[src/rtl/id_ex_stage_reg.sv]
// -----------------------------------------------------------------------------
// id_ex_stage_reg
//
// ID/EX pipeline boundary of the LEGv8 datapath. Captures decoded control and
// operands from the decode stage and presents them to the EX stage (ALUOp and
// opcode to the ALU control block, operands to the ALU). It also:
//   - detects load-use hazards and inserts a single bubble while stalling IF/ID
//   - honours a downstream hold (stall_in) and a taken-branch flush
//   - counts inserted hazard bubbles in a saturating performance counter
//
// Ports
//   clk, reset_n            rising-edge clock, asynchronous active-low reset
//   id_valid                decode slot holds a real instruction
//   id_ALUOp, id_opcode     ALU op class and opcode bits [31:21]
//   id_ALUSrc .. id_Branch  decoded control bits
//   id_rn, id_rm, id_rd     register specifiers
//   id_uses_rn, id_uses_rm  source register actually read
//   id_rdata1, id_rdata2    register-file read data
//   id_imm                  sign-extended immediate
//   stall_in                MEM requests the pipeline hold
//   flush                   branch resolved taken; kill ID and EX contents
//   ex_*                    registered copies of the id_* fields
//   stall_out               combinational; IF/ID must hold this cycle
//   bubble_count            hazard bubbles inserted since reset (saturating)
// -----------------------------------------------------------------------------
module id_ex_stage_reg #(
  parameter int DATA_W   = 64,
  parameter int REG_W    = 5,
  parameter int OPCODE_W = 11,
  parameter int CNT_W    = 16
) (
  input  logic                clk,
  input  logic                reset_n,

  input  logic                id_valid,
  input  logic [1:0]          id_ALUOp,
  input  logic [OPCODE_W-1:0] id_opcode,
  input  logic                id_ALUSrc,
  input  logic                id_MemRead,
  input  logic                id_MemWrite,
  input  logic                id_RegWrite,
  input  logic                id_MemtoReg,
  input  logic                id_Branch,
  input  logic [REG_W-1:0]    id_rn,
  input  logic [REG_W-1:0]    id_rm,
  input  logic [REG_W-1:0]    id_rd,
  input  logic                id_uses_rn,
  input  logic                id_uses_rm,
  input  logic [DATA_W-1:0]   id_rdata1,
  input  logic [DATA_W-1:0]   id_rdata2,
  input  logic [DATA_W-1:0]   id_imm,

  input  logic                stall_in,
  input  logic                flush,

  output logic                ex_valid,
  output logic [1:0]          ex_ALUOp,
  output logic [OPCODE_W-1:0] ex_opcode,
  output logic                ex_ALUSrc,
  output logic                ex_MemRead,
  output logic                ex_MemWrite,
  output logic                ex_RegWrite,
  output logic                ex_MemtoReg,
  output logic                ex_Branch,
  output logic [REG_W-1:0]    ex_rn,
  output logic [REG_W-1:0]    ex_rm,
  output logic [REG_W-1:0]    ex_rd,
  output logic [DATA_W-1:0]   ex_rdata1,
  output logic [DATA_W-1:0]   ex_rdata2,
  output logic [DATA_W-1:0]   ex_imm,

  output logic                stall_out,
  output logic [CNT_W-1:0]    bubble_count
);

  // XZR: reads as zero and is never written, so it can never carry a hazard.
  localparam logic [REG_W-1:0] XZR = '1;

  // Everything a bubble clears. ex_opcode is included so a bubble presents a
  // fully quiet control word to the ALU control block.
  typedef struct packed {
    logic                valid;
    logic [1:0]          alu_op;
    logic [OPCODE_W-1:0] opcode;
    logic                alu_src;
    logic                mem_read;
    logic                mem_write;
    logic                reg_write;
    logic                mem_to_reg;
    logic                branch;
  } ctl_t;

  // Specifiers and operands; these hold through a bubble.
  typedef struct packed {
    logic [REG_W-1:0]  rn;
    logic [REG_W-1:0]  rm;
    logic [REG_W-1:0]  rd;
    logic [DATA_W-1:0] rdata1;
    logic [DATA_W-1:0] rdata2;
    logic [DATA_W-1:0] imm;
  } dat_t;

  ctl_t             ctl_d, ctl_q, id_ctl;
  dat_t             dat_d, dat_q, id_dat;
  logic [CNT_W-1:0] cnt_d, cnt_q;
  logic             hazard;

  assign id_ctl = '{valid:      id_valid,
                    alu_op:     id_ALUOp,
                    opcode:     id_opcode,
                    alu_src:    id_ALUSrc,
                    mem_read:   id_MemRead,
                    mem_write:  id_MemWrite,
                    reg_write:  id_RegWrite,
                    mem_to_reg: id_MemtoReg,
                    branch:     id_Branch};

  assign id_dat = '{rn: id_rn, rm: id_rm, rd: id_rd,
                    rdata1: id_rdata1, rdata2: id_rdata2, imm: id_imm};

  // Load in EX whose destination is read by the instruction sitting in ID.
  assign hazard = ctl_q.valid & ctl_q.mem_read & (dat_q.rd != XZR) & id_valid &
                  ((id_uses_rn & (id_rn == dat_q.rd)) |
                   (id_uses_rm & (id_rm == dat_q.rd)));

  // A flush kills the ID instruction, so there is nothing left to hold.
  assign stall_out = ~flush & (stall_in | hazard);

  always_comb begin
    // NOTE: every variable gets its hold value first so no path through the
    // priority chain leaves it unassigned, which would infer a latch.
    ctl_d = ctl_q;
    dat_d = dat_q;
    cnt_d = cnt_q;
    if (flush) begin
      ctl_d = '0;
    end else if (stall_in) begin
      // hold everything, including a load whose consumer is waiting
    end else if (hazard) begin
      ctl_d = '0;
      if (cnt_q != '1) cnt_d = cnt_q + CNT_W'(1);
    end else begin
      dat_d = id_dat;
      // An empty decode slot must never leak stray control into EX.
      ctl_d = id_valid ? id_ctl : '0;
    end
  end

  always_ff @(posedge clk or negedge reset_n) begin
    if (!reset_n) begin
      ctl_q <= '0;
      dat_q <= '0;
      cnt_q <= '0;
    end else begin
      // NOTE: non-blocking assignments so every register samples the values
      // from before this edge, independent of statement order.
      ctl_q <= ctl_d;
      dat_q <= dat_d;
      cnt_q <= cnt_d;
    end
  end

  assign ex_valid     = ctl_q.valid;
  assign ex_ALUOp     = ctl_q.alu_op;
  assign ex_opcode    = ctl_q.opcode;
  assign ex_ALUSrc    = ctl_q.alu_src;
  assign ex_MemRead   = ctl_q.mem_read;
  assign ex_MemWrite  = ctl_q.mem_write;
  assign ex_RegWrite  = ctl_q.reg_write;
  assign ex_MemtoReg  = ctl_q.mem_to_reg;
  assign ex_Branch    = ctl_q.branch;
  assign ex_rn        = dat_q.rn;
  assign ex_rm        = dat_q.rm;
  assign ex_rd        = dat_q.rd;
  assign ex_rdata1    = dat_q.rdata1;
  assign ex_rdata2    = dat_q.rdata2;
  assign ex_imm       = dat_q.imm;
  assign bubble_count = cnt_q;

endmodule

[config.mk]
export PLATFORM = sky130hd
export DESIGN_NAME = id_ex_stage_reg
export DESIGN_NICKNAME = d
export VERILOG_FILES = /design/src/rtl/id_ex_stage_reg.sv
export SDC_FILE = /design/constraint.sdc
export NUM_CORES = 1
export LEC_CHECK = 0
export BUFFER_PORTS_ARGS = -buffer_cell sky130_fd_sc_hd__clkbuf_2
export CORE_AREA = 2 2 184 186
export DETAILED_ROUTE_END_ITERATION = 8
export DIE_AREA = 0 0 186 188
export PLACE_DENSITY_LB_ADDON = 0.05
export SLEW_MARGIN = 10
export SYNTH_ARGS = -nofsm -noshare
export SYNTH_HDL_FRONTEND = slang
export SYNTH_SLANG_ARGS = --single-unit
[constraint.sdc]
create_clock -name clk -period 3.7 [get_ports clk]
set_input_delay 0.185 -clock clk [delete_from_list [all_inputs] [get_ports clk]]
set_output_delay 0.185 -clock clk [all_outputs]
set_load 0.05 [all_outputs]
==> run metrics, run 1 <==
status=completed; hold_buf cts=227; # DRC=0; io pins=477; multi-input logic area=3403 sq um; sequential element share of the synthesized area=0.6264; FF-to-FF path depth=6; DRT iter0 DRCs=313; DR vias=7425; final wirelength=30940 microns; post_cts resized=0; crit-path max FO=55; peak supply drop=0.4095 mV; M1 GR Usage=0.2041; Synthesis Warnings=0; total core area=33110 sq um; die area=34970 sq um; worst skew pair latency=0.53 ns; Synth cell types=29; Die Wd=186 microns; proportion of synthesized area in mux cells=0.2799; fin crit period=2.643 ns; synthesized area per cell=16.85 sq um; Cells on Worst Hold Path=3; Worst Max-Slew Pin Slew=1.058 ns; fin. max-slew vios=0; critical path cell sequence=and3_1, a31oi_1, a21boi_4, buf_12, buf_4, mux2_2; Synth Area in Adders=0.001289; Crit Path Category=flip-flop to flip-flop; DR WL/cell=17.54 microns; Placer Congestion=0.7588; Die Y=188 microns; gr usage total=0.1738; row cnt=67; Vias/cell=4.209; pwr/cell area=548.0 nW/um^2; GRT met3 Usage=0.04894; GR Util met2=0.3031; largest net degree at the start of global routing=99; WP data required=4.11 ns; Syn Nets=810; Register Area=6081 sq um; first-pass GRT wire length=47180 microns; antenna violations before repair=1; # Max-Cap Violations=0; Crit. End Element=flip-flop; Pre-antenna DRT Iters=4; Synth Instances=576; RSZ-0062 raised after global routing=false; relative slew slack=0.2937; nets=1528; dpl hpwl=22250 microns; share of cells above drive strength 1=0.5620; Seq cells post-synth=243; worst clock skew=0.006076 ns; port bufs=476; Worst-path clk slew=0.06 ns; Mapped Area=9708 sq um; Pwr Total=8.692 mW; Sum Neg Setup Slack=0 ns; Congestion Overflow GR=0; Post-Synth XOR/XNOR Area=0.02255; Fmax=378.3 MHz; vias in the first global route=8104; Hold/Removal Path Class=primary input to flip-flop; CP Launch Type=flip-flop; Crit path largest cell delay=0.52 ns; CTS H-tree lvls=1; ANT nets after route=0; clk root buf=clkbuf_16; Post-synth EDFFs=0; Crit path arrival time=3.06 ns; Fin. Hold Viols=0; Final Cycle Share=0.7144; # setup viols final=0; Synth Area in Simple Gates=0.02268; Layout area overhead=63.37%; Num CTS Buffers=29; Initial Util=0.2932; ys async rst share=1.000; hold slack=0.2122 ns; busiest grt layer=met2; filler instances=2995; CTS Buffer Depth=3; Top FF cell, synth=dfrtp_1; post-synthesis compound-gate area fraction=0.02294; leak pwr=7.882 nW; CTS tree=done; Post-CTS Setup Inserts=0; largest family of logic cells by synthesized area=multiplexers; CP max stage cell=a21boi_4; clk sinks=243
[cells in the mapped netlist (all sizes together) (3+ instances only)]
master / instances / share of area
dfrtp: 243 / 0.63
mux2: 208 / 0.28
buf: 26 / 0.023
a22o: 19 / 0.017
xor2: 13 / 0.012
xnor2: 12 / 0.011
nand2: 11 / 0.0043
nor2: 10 / 0.0039
nand3: 7 / 0.0036
nand4: 4 / 0.0026
nor4: 4 / 0.0026
nor3: 3 / 0.0021
[layout by cell type, fill, tap and decap left out, drive strengths merged]
cell type and count:
clkbuf 517, dfrtp 243, dlygate4sd3 227, mux2 208, a22o 19, xor2 13
buf 13, xnor2 12, nand2 11, nor2 10, nand3 7, clkinv 7
nand4 4, nor4 4, nor3 3, and4 2, o2111ai 2, bufinv 2
diode 1, o22ai 1, and3 1, a31oi 1, a21oi 1, a21boi 1
nor2b 1, and2 1, inv 1, a21o 1, ha 1, clkinvlp 1
[power breakdown]
| part | switching (mW) | leakage, nW | internal [mW] |
|---|---|---|---|
| clock | 1.12 | 0.483 | 1.75 |
| combinational | 1.76 | 4.47 | 0.869 |
| sequential | 0.194 | 2.93 | 3.00 |
| total | 3.07 | 7.88 | 5.62 |
[metal layers]
metal | share of wire | wire, microns
met2 | 0.50 | 15320
met5 | 0 | 0
met1 | 0.39 | 12040
met4 | 0.034 | 1060
met3 | 0.082 | 2527
[sequential cells by signal, summed over array words and instances (netlist names)]
name          flops
ex_rd             5
ex_imm           64
bubble_count     16
ex_MemRead        1
ex_ALUOp          2
ex_ALUSrc         1
ex_Branch         1
ex_valid          1
ex_rn             5
ex_opcode        11
ex_rm             5
ex_MemWrite       1
ex_MemtoReg       1
ex_rdata1        64
ex_RegWrite       1
ex_rdata2        64
[cells by family after synthesis]
group	after synthesis
DFF	243
muxes	208
and+or+nand+nor	44
buffers and inverters	29
AOI/OAI and AO/OA	26
xor gates and xnor gates	25
adders and majority gates	1
[final timing paths]
| check | end | slack, ns | from |
|---|---|---|---|
| setup / recovery | ex_rdata1[51] | 1.06 | ex_rd[1] |
| hold / removal | ex_valid | 0.21 | flush |
| setup reg to reg | ex_rdata1[51] | 1.06 | ex_rd[1] |
| hold reg to reg | ex_rdata1[53] | 0.48 | ex_rdata1[53] |
| max in group asynchronous | ex_rdata2[21] | 2.47 | reset_n |
| min in group asynchronous | ex_rdata1[0] | 0.30 | reset_n |
[through the flow]
step / area, sq um / utilization / worst slack (ns) / cells
after floorplan: 9708 / - / 1.554 / 576
after global placement: 12620 / 0.3811 / 1.089 / 1484
after detailed placement: 12620 / 0.3811 / 1.050 / 1484
after CTS: 15860 / 0.4789 / 1.037 / 1763
after global routing: 15860 / 0.4790 / 0.8502 / 1764
final: 15860 / 0.4790 / 1.057 / 1764
[critical path, delay by kind of cell (launching register included)]
family,cells,cell delay [ns]
compound gates,2,0.72
simple gates,1,0.19
mux,1,0.36
buf+inv,2,0.74
flops,1,0.45
[layout make-up]
class | instances | share of cell area
Antenna cell | 1 | 0.0001578
Inverter | 1 | 0.0002367
Tap cell | 448 | 0.03534
Multi-Input combinational cell | 304 | 0.2146
Clock buffer | 42 | 0.05451
Clock inverter | 10 | 0.006469
Timing Repair Buffer | 715 | 0.3053
Sequential cell | 243 | 0.3834
No activity file was read; power rests on OpenSTA's default activity.
==> inputs of run 2 (changes only) <==
- clock period: 3.7 -> 2.75 ns (I/O delays scaled with it)
==> run 2 against run 1 <==
  * Register-to-register slack got worse by 0.53 ns
  * Core utilization rose by 0.16 points
  * Cell count rose by 0.34%
  * Clock-buffer cell count rose by 1
  * Highest routed layer unchanged
==> run metrics, run 2 (synthesis results as in run 1) <==
status=completed; worst skew pair latency=0.55 ns; WP data required=2.61 ns; Crit path largest cell delay=0.44 ns; Crit. End Element=output pin; row cnt=67; nets=1534; Post-CTS Setup Inserts=0; share of cells above drive strength 1=0.5628; RSZ-0062 raised after global routing=false; first-pass GRT wire length=47510 microns; dpl cell area=12640 sq um; Die Wd=186 microns; CP max stage cell=dfrtp_1; Congestion Overflow GR=0; pwr/cell area=741.3 nW/um^2; Vias/cell=4.259; leak pwr=7.922 nW; filler instances=3085; vias in the first global route=8108; final wirelength=31470 microns; dpl hpwl=22480 microns; Buf/Inv on CP=1; peak supply drop=0.5325 mV; Layout area overhead=63.93%; most frequent cells in the layout=clkbuf_2 (475), dfrtp_1 (243), dlygate4sd3_1 (228); # DRC=0; critical path cell sequence=and3_1, a31oi_1, a21oi_1, nor2_1, clkbuf_2; Placer Congestion=0.7443; fin. max-slew vios=0; Num CTS Buffers=30; worst clock skew=0.01577 ns; Worst Max-Slew Pin Slew=0.8469 ns; placed cells=1488; Worst-path clk slew=0.06 ns; Finished Layout Cells=1770; Fin. Hold Viols=0; n_diodes=0; multi-input logic area=3403 sq um; # setup viols final=0; crit-path max FO=5; total core area=33110 sq um; gr usage total=0.1756; fin worst setup slack=0.4226 ns; hold_buf cts=228; Pwr Total=11.80 mW; CTS tree=done; Register Area=6081 sq um; Final Cycle Share=0.8463; relative slew slack=0.4354; ANT nets after route=0; Crit Path Category=flip-flop to output pin; commonest non-fill, non-tap cell in the layout=clkbuf_2; Sum Neg Setup Slack=0 ns; family with the most delay on the worst path=compound AO/OA/AOI/OAI gates; clk root buf=clkbuf_16; Hold/Removal Path Class=primary input to flip-flop; largest net degree at the start of global routing=83; Fmax=429.7 MHz; io pins=477; CTS Buffer Depth=3; Die Y=188 microns; Crit path arrival time=2.19 ns; CTS H-tree lvls=1; pre-CTS setup slack=0.5275 ns; # Max-Cap Violations=0; clk sinks=243; DR WL/cell=17.78 microns; port bufs=476; final instance area=15910 sq um; die area=34970 sq um; DRT iter0 DRCs=240; Pre-antenna DRT Iters=4; antenna violations before repair=0; DR vias=7538; post_cts resized=0; Initial Util=0.2932; CP Launch Type=flip-flop; fin crit period=2.327 ns
run 2: cell count changes in the layout (fill, tap and decap cells not counted), sizes merged:
cell	before	now
diode	1	0
clkinvlp	1	0
clkbuf	517	518
buf	13	17
clkinv	7	9
dlygate4sd3	227	228
run 2: metal layers:
layer  global-route usage  share of wire  up-vias
li1                     -              -     3496
met1               0.2073           0.39     3689
met2               0.3041           0.50      305
met3              0.05302          0.082       48
met4              0.05451          0.032        0
met5                    0              0        -
run 2: area by class of cell:
type / instances / area share
sequential: 243 / 0.3821
timing repair buffer: 720 / 0.3060
multi-input combinational: 304 / 0.2139
clock buffer: 43 / 0.05598
tap: 448 / 0.03522
clock inverter: 11 / 0.006604
inverter: 1 / 0.0002359
run 2: worst reg2reg max path, cell delays in order, from the launching register on:
cell	delay (ns)
dfrtp_1	0.45
and3_1	0.20
a31oi_1	0.20
a21boi_4	0.29
buf_4	0.20
buf_4	0.41
mux2_4	0.35
run 2: worst paths after layout:
path	startpoint	endpoint	slack [ns]	cells after the start
worst max-delay path	ex_rd[1]	stall_out	0.42	5
max in group asynchronous	reset_n	ex_rdata2[51]	1.72	3
worst min register to register	ex_rdata1[26]	ex_rdata1[26]	0.48	1
worst max register to register	ex_rd[1]	ex_rdata1[9]	0.53	6
worst min-delay path	stall_in	ex_valid	0.04	3
min in group asynchronous	reset_n	ex_rdata1[41]	0.20	2
run 2: power by group:
group | internal [mW] | switching, mW | total, mW | leakage (nW)
clock | 2.41 | 1.53 | 3.94 | 0.502
sequential | 4.04 | 0.269 | 4.31 | 2.93
combinational | 1.17 | 2.37 | 3.54 | 4.49
run 2: stage by stage:
stage | utilization | hold slack [ns]
final | 0.4806 | 0.03938
after global placement | 0.3816 | 0.2048
after floorplan | - | -0.1581
after detailed placement | 0.3816 | 0.2122
after global routing | 0.4806 | 0.05311
after CTS | 0.4806 | 0.01579
==> inputs of run 3 (changes only) <==
- clock period: 2.75 -> 1.9 ns (I/O delays scaled with it)
==> run 3 against run 2 <==
  * The run now ends with negative setup slack left
  * Non-clock buffer count rose by 36
  * Clock power increased by 54%
  * Critical path depth grew 4
  * Hold slack better by 0.040 ns
  * Clock skew is 0.0079 ns lower
  * Via count grew 1.5%
  * Worst setup slack got worse by 0.61 ns
  * Design area rose by 5.1%
  * Clock-buffer cell count down 6
  * Critical path type is now flip-flop to flip-flop
==> run metrics, run 3 (synthesis results as in run 1) <==
commonest non-fill, non-tap cell in the layout=clkbuf_2; failing checks=negative setup slack; dpl hpwl=23220 microns; Worst-path clk slew=0.06 ns; Crit. End Element=flip-flop; DR WL/cell=17.61 microns; DRT iter0 DRCs=174; leak pwr=8.357 nW; placed cells=1518; Final Cycle Share=1.096; Congestion Overflow GR=0; Crit path arrival time=2.51 ns; fin worst setup slack=-0.1825 ns; Vias/cell=4.239; CTS H-tree lvls=1; clk sinks=243; CTS Buffer Depth=3; worst skew pair latency=0.54 ns; ANT nets after route=0; Worst Max-Slew Pin Slew=0.8602 ns; DR vias=7652; pwr/cell area=1056 nW/um^2; Finished Layout Cells=1805; Die Y=188 microns; final wirelength=31790 microns; worst clock skew=0.007846 ns; Placer Congestion=0.7516; share of cells above drive strength 1=0.6050; status=finished, violations left; io pins=477; gr usage total=0.1753; relative slew slack=0.4254; nets=1569; Layout area overhead=72.32%; clk root buf=clkbuf_16; most frequent cells in the layout=clkbuf_2 (474), dlygate4sd3_1 (227), dfrtp_1 (224); Crit Path Category=flip-flop to flip-flop; Die Wd=186 microns; Hold/Removal Path Class=primary input to async pin; WP data required=2.32 ns; fin. max-slew vios=0; # Max-Cap Violations=0; crit-path max FO=15; port bufs=476; antenna violations before repair=0; die area=34970 sq um; RR Startpoint=ex_rd[0]; vias in the first global route=8417; CTS tree=done; n_diodes=0; Fmax=480.2 MHz; fin crit period=2.082 ns; peak supply drop=0.6185 mV; Pwr Total=17.66 mW; Pre-antenna DRT Iters=4; CP Launch Type=flip-flop; RSZ-0062 raised after global routing=true; Initial Util=0.2932; # setup viols final=207; total core area=33110 sq um; largest net degree at the start of global routing=54; # DRC=0; first-pass GRT wire length=47640 microns; crit path from=ex_rd[0]; Fin. Hold Viols=0; filler instances=2977; row cnt=67; Num CTS Buffers=29
-- run 3: cell types whose count changed in the layout (fill, tap and decap cells not counted), sizes merged --
| cell | before | now |
|---|---|---|
| buf | 17 | 55 |
| clkinv | 9 | 10 |
| dlygate4sd3 | 228 | 227 |
| clkbuf | 518 | 511 |
| bufinv | 2 | 6 |
-- run 3: report_power, final --
part	switching (mW)	internal, mW	leakage, nW
Sequential	0.390	5.85	2.90
Combinational	3.46	1.88	4.93
Clock	2.22	3.86	0.533
-- run 3: final timing paths --
kind                       slack [ns]  cells past startpoint              end
max                             -0.18                      9       ex_imm[51]
min                              0.08                      2         ex_rm[2]
max reg2reg                     -0.18                      9       ex_imm[51]
min reg2reg                      0.48                      1  bubble_count[5]
max in group asynchronous        1.16                      3       ex_imm[45]
min in group clk                 0.12                      4         ex_valid
-- run 3: final cells by class --
class | instances | area [sq um] | share of cell area
Clock inverter | 16 | 230.2 | 0.01376
Clock buffer | 37 | 825.8 | 0.04936
Inverter | 1 | 3.754 | 0.0002244
Timing Repair Buffer | 756 | 5368 | 0.3209
Sequential cell | 243 | 6105 | 0.3649
Tap cell | 448 | 560.5 | 0.03351
Multi-Input combinational cell | 304 | 3636 | 0.2174
-- run 3: critical path, cell delays in order, from the launching register on --
cell,delay [ns]
dfrtp_2,0.44
xnor2_1,0.13
nand4_1,0.10
o22ai_2,0.10
buf_4,0.15
a21boi_4,0.24
buf_12,0.19
buf_12,0.12
buf_12,0.16
mux2_4,0.31
-- run 3: metal layers --
layer	GRT usage	share of wire	vias to the layer above
li1	-	-	3559
met1	0.2002	0.39	3734
met2	0.3138	0.50	315
met3	0.05419	0.086	44
met4	0.04694	0.026	0
met5	0	0	-
-- run 3: timing repair --
item / CTS / global route
gates resized for setup: 51 / 8
hold buffers: 227 / 0
gates cloned: 1 / 0
endpoints found under the setup margin: 106 / 221
pin swaps: 4 / 1
hold endpoints to repair: 469 / 0
setup buffers: 5 / 1
-- run 3: stage by stage --
step           area (sq um)    util  hold WS [ns]  TNS, ns  setup slack (ns)
5_1_grt               16730  0.5052       0.09658   -36.15           -0.2474
2_1_floorplan          9786       -       -0.2006   -5.863          -0.04751
3_5_place_dp          13060  0.3945       0.06991   -2.549          -0.04036
3_3_place_gp          13060  0.3945       0.07049  -0.6635          -0.02026
6_report              16730  0.5052       0.07973   -21.93           -0.1825
4_1_cts               16680  0.5036       0.07633   -22.55           -0.2386
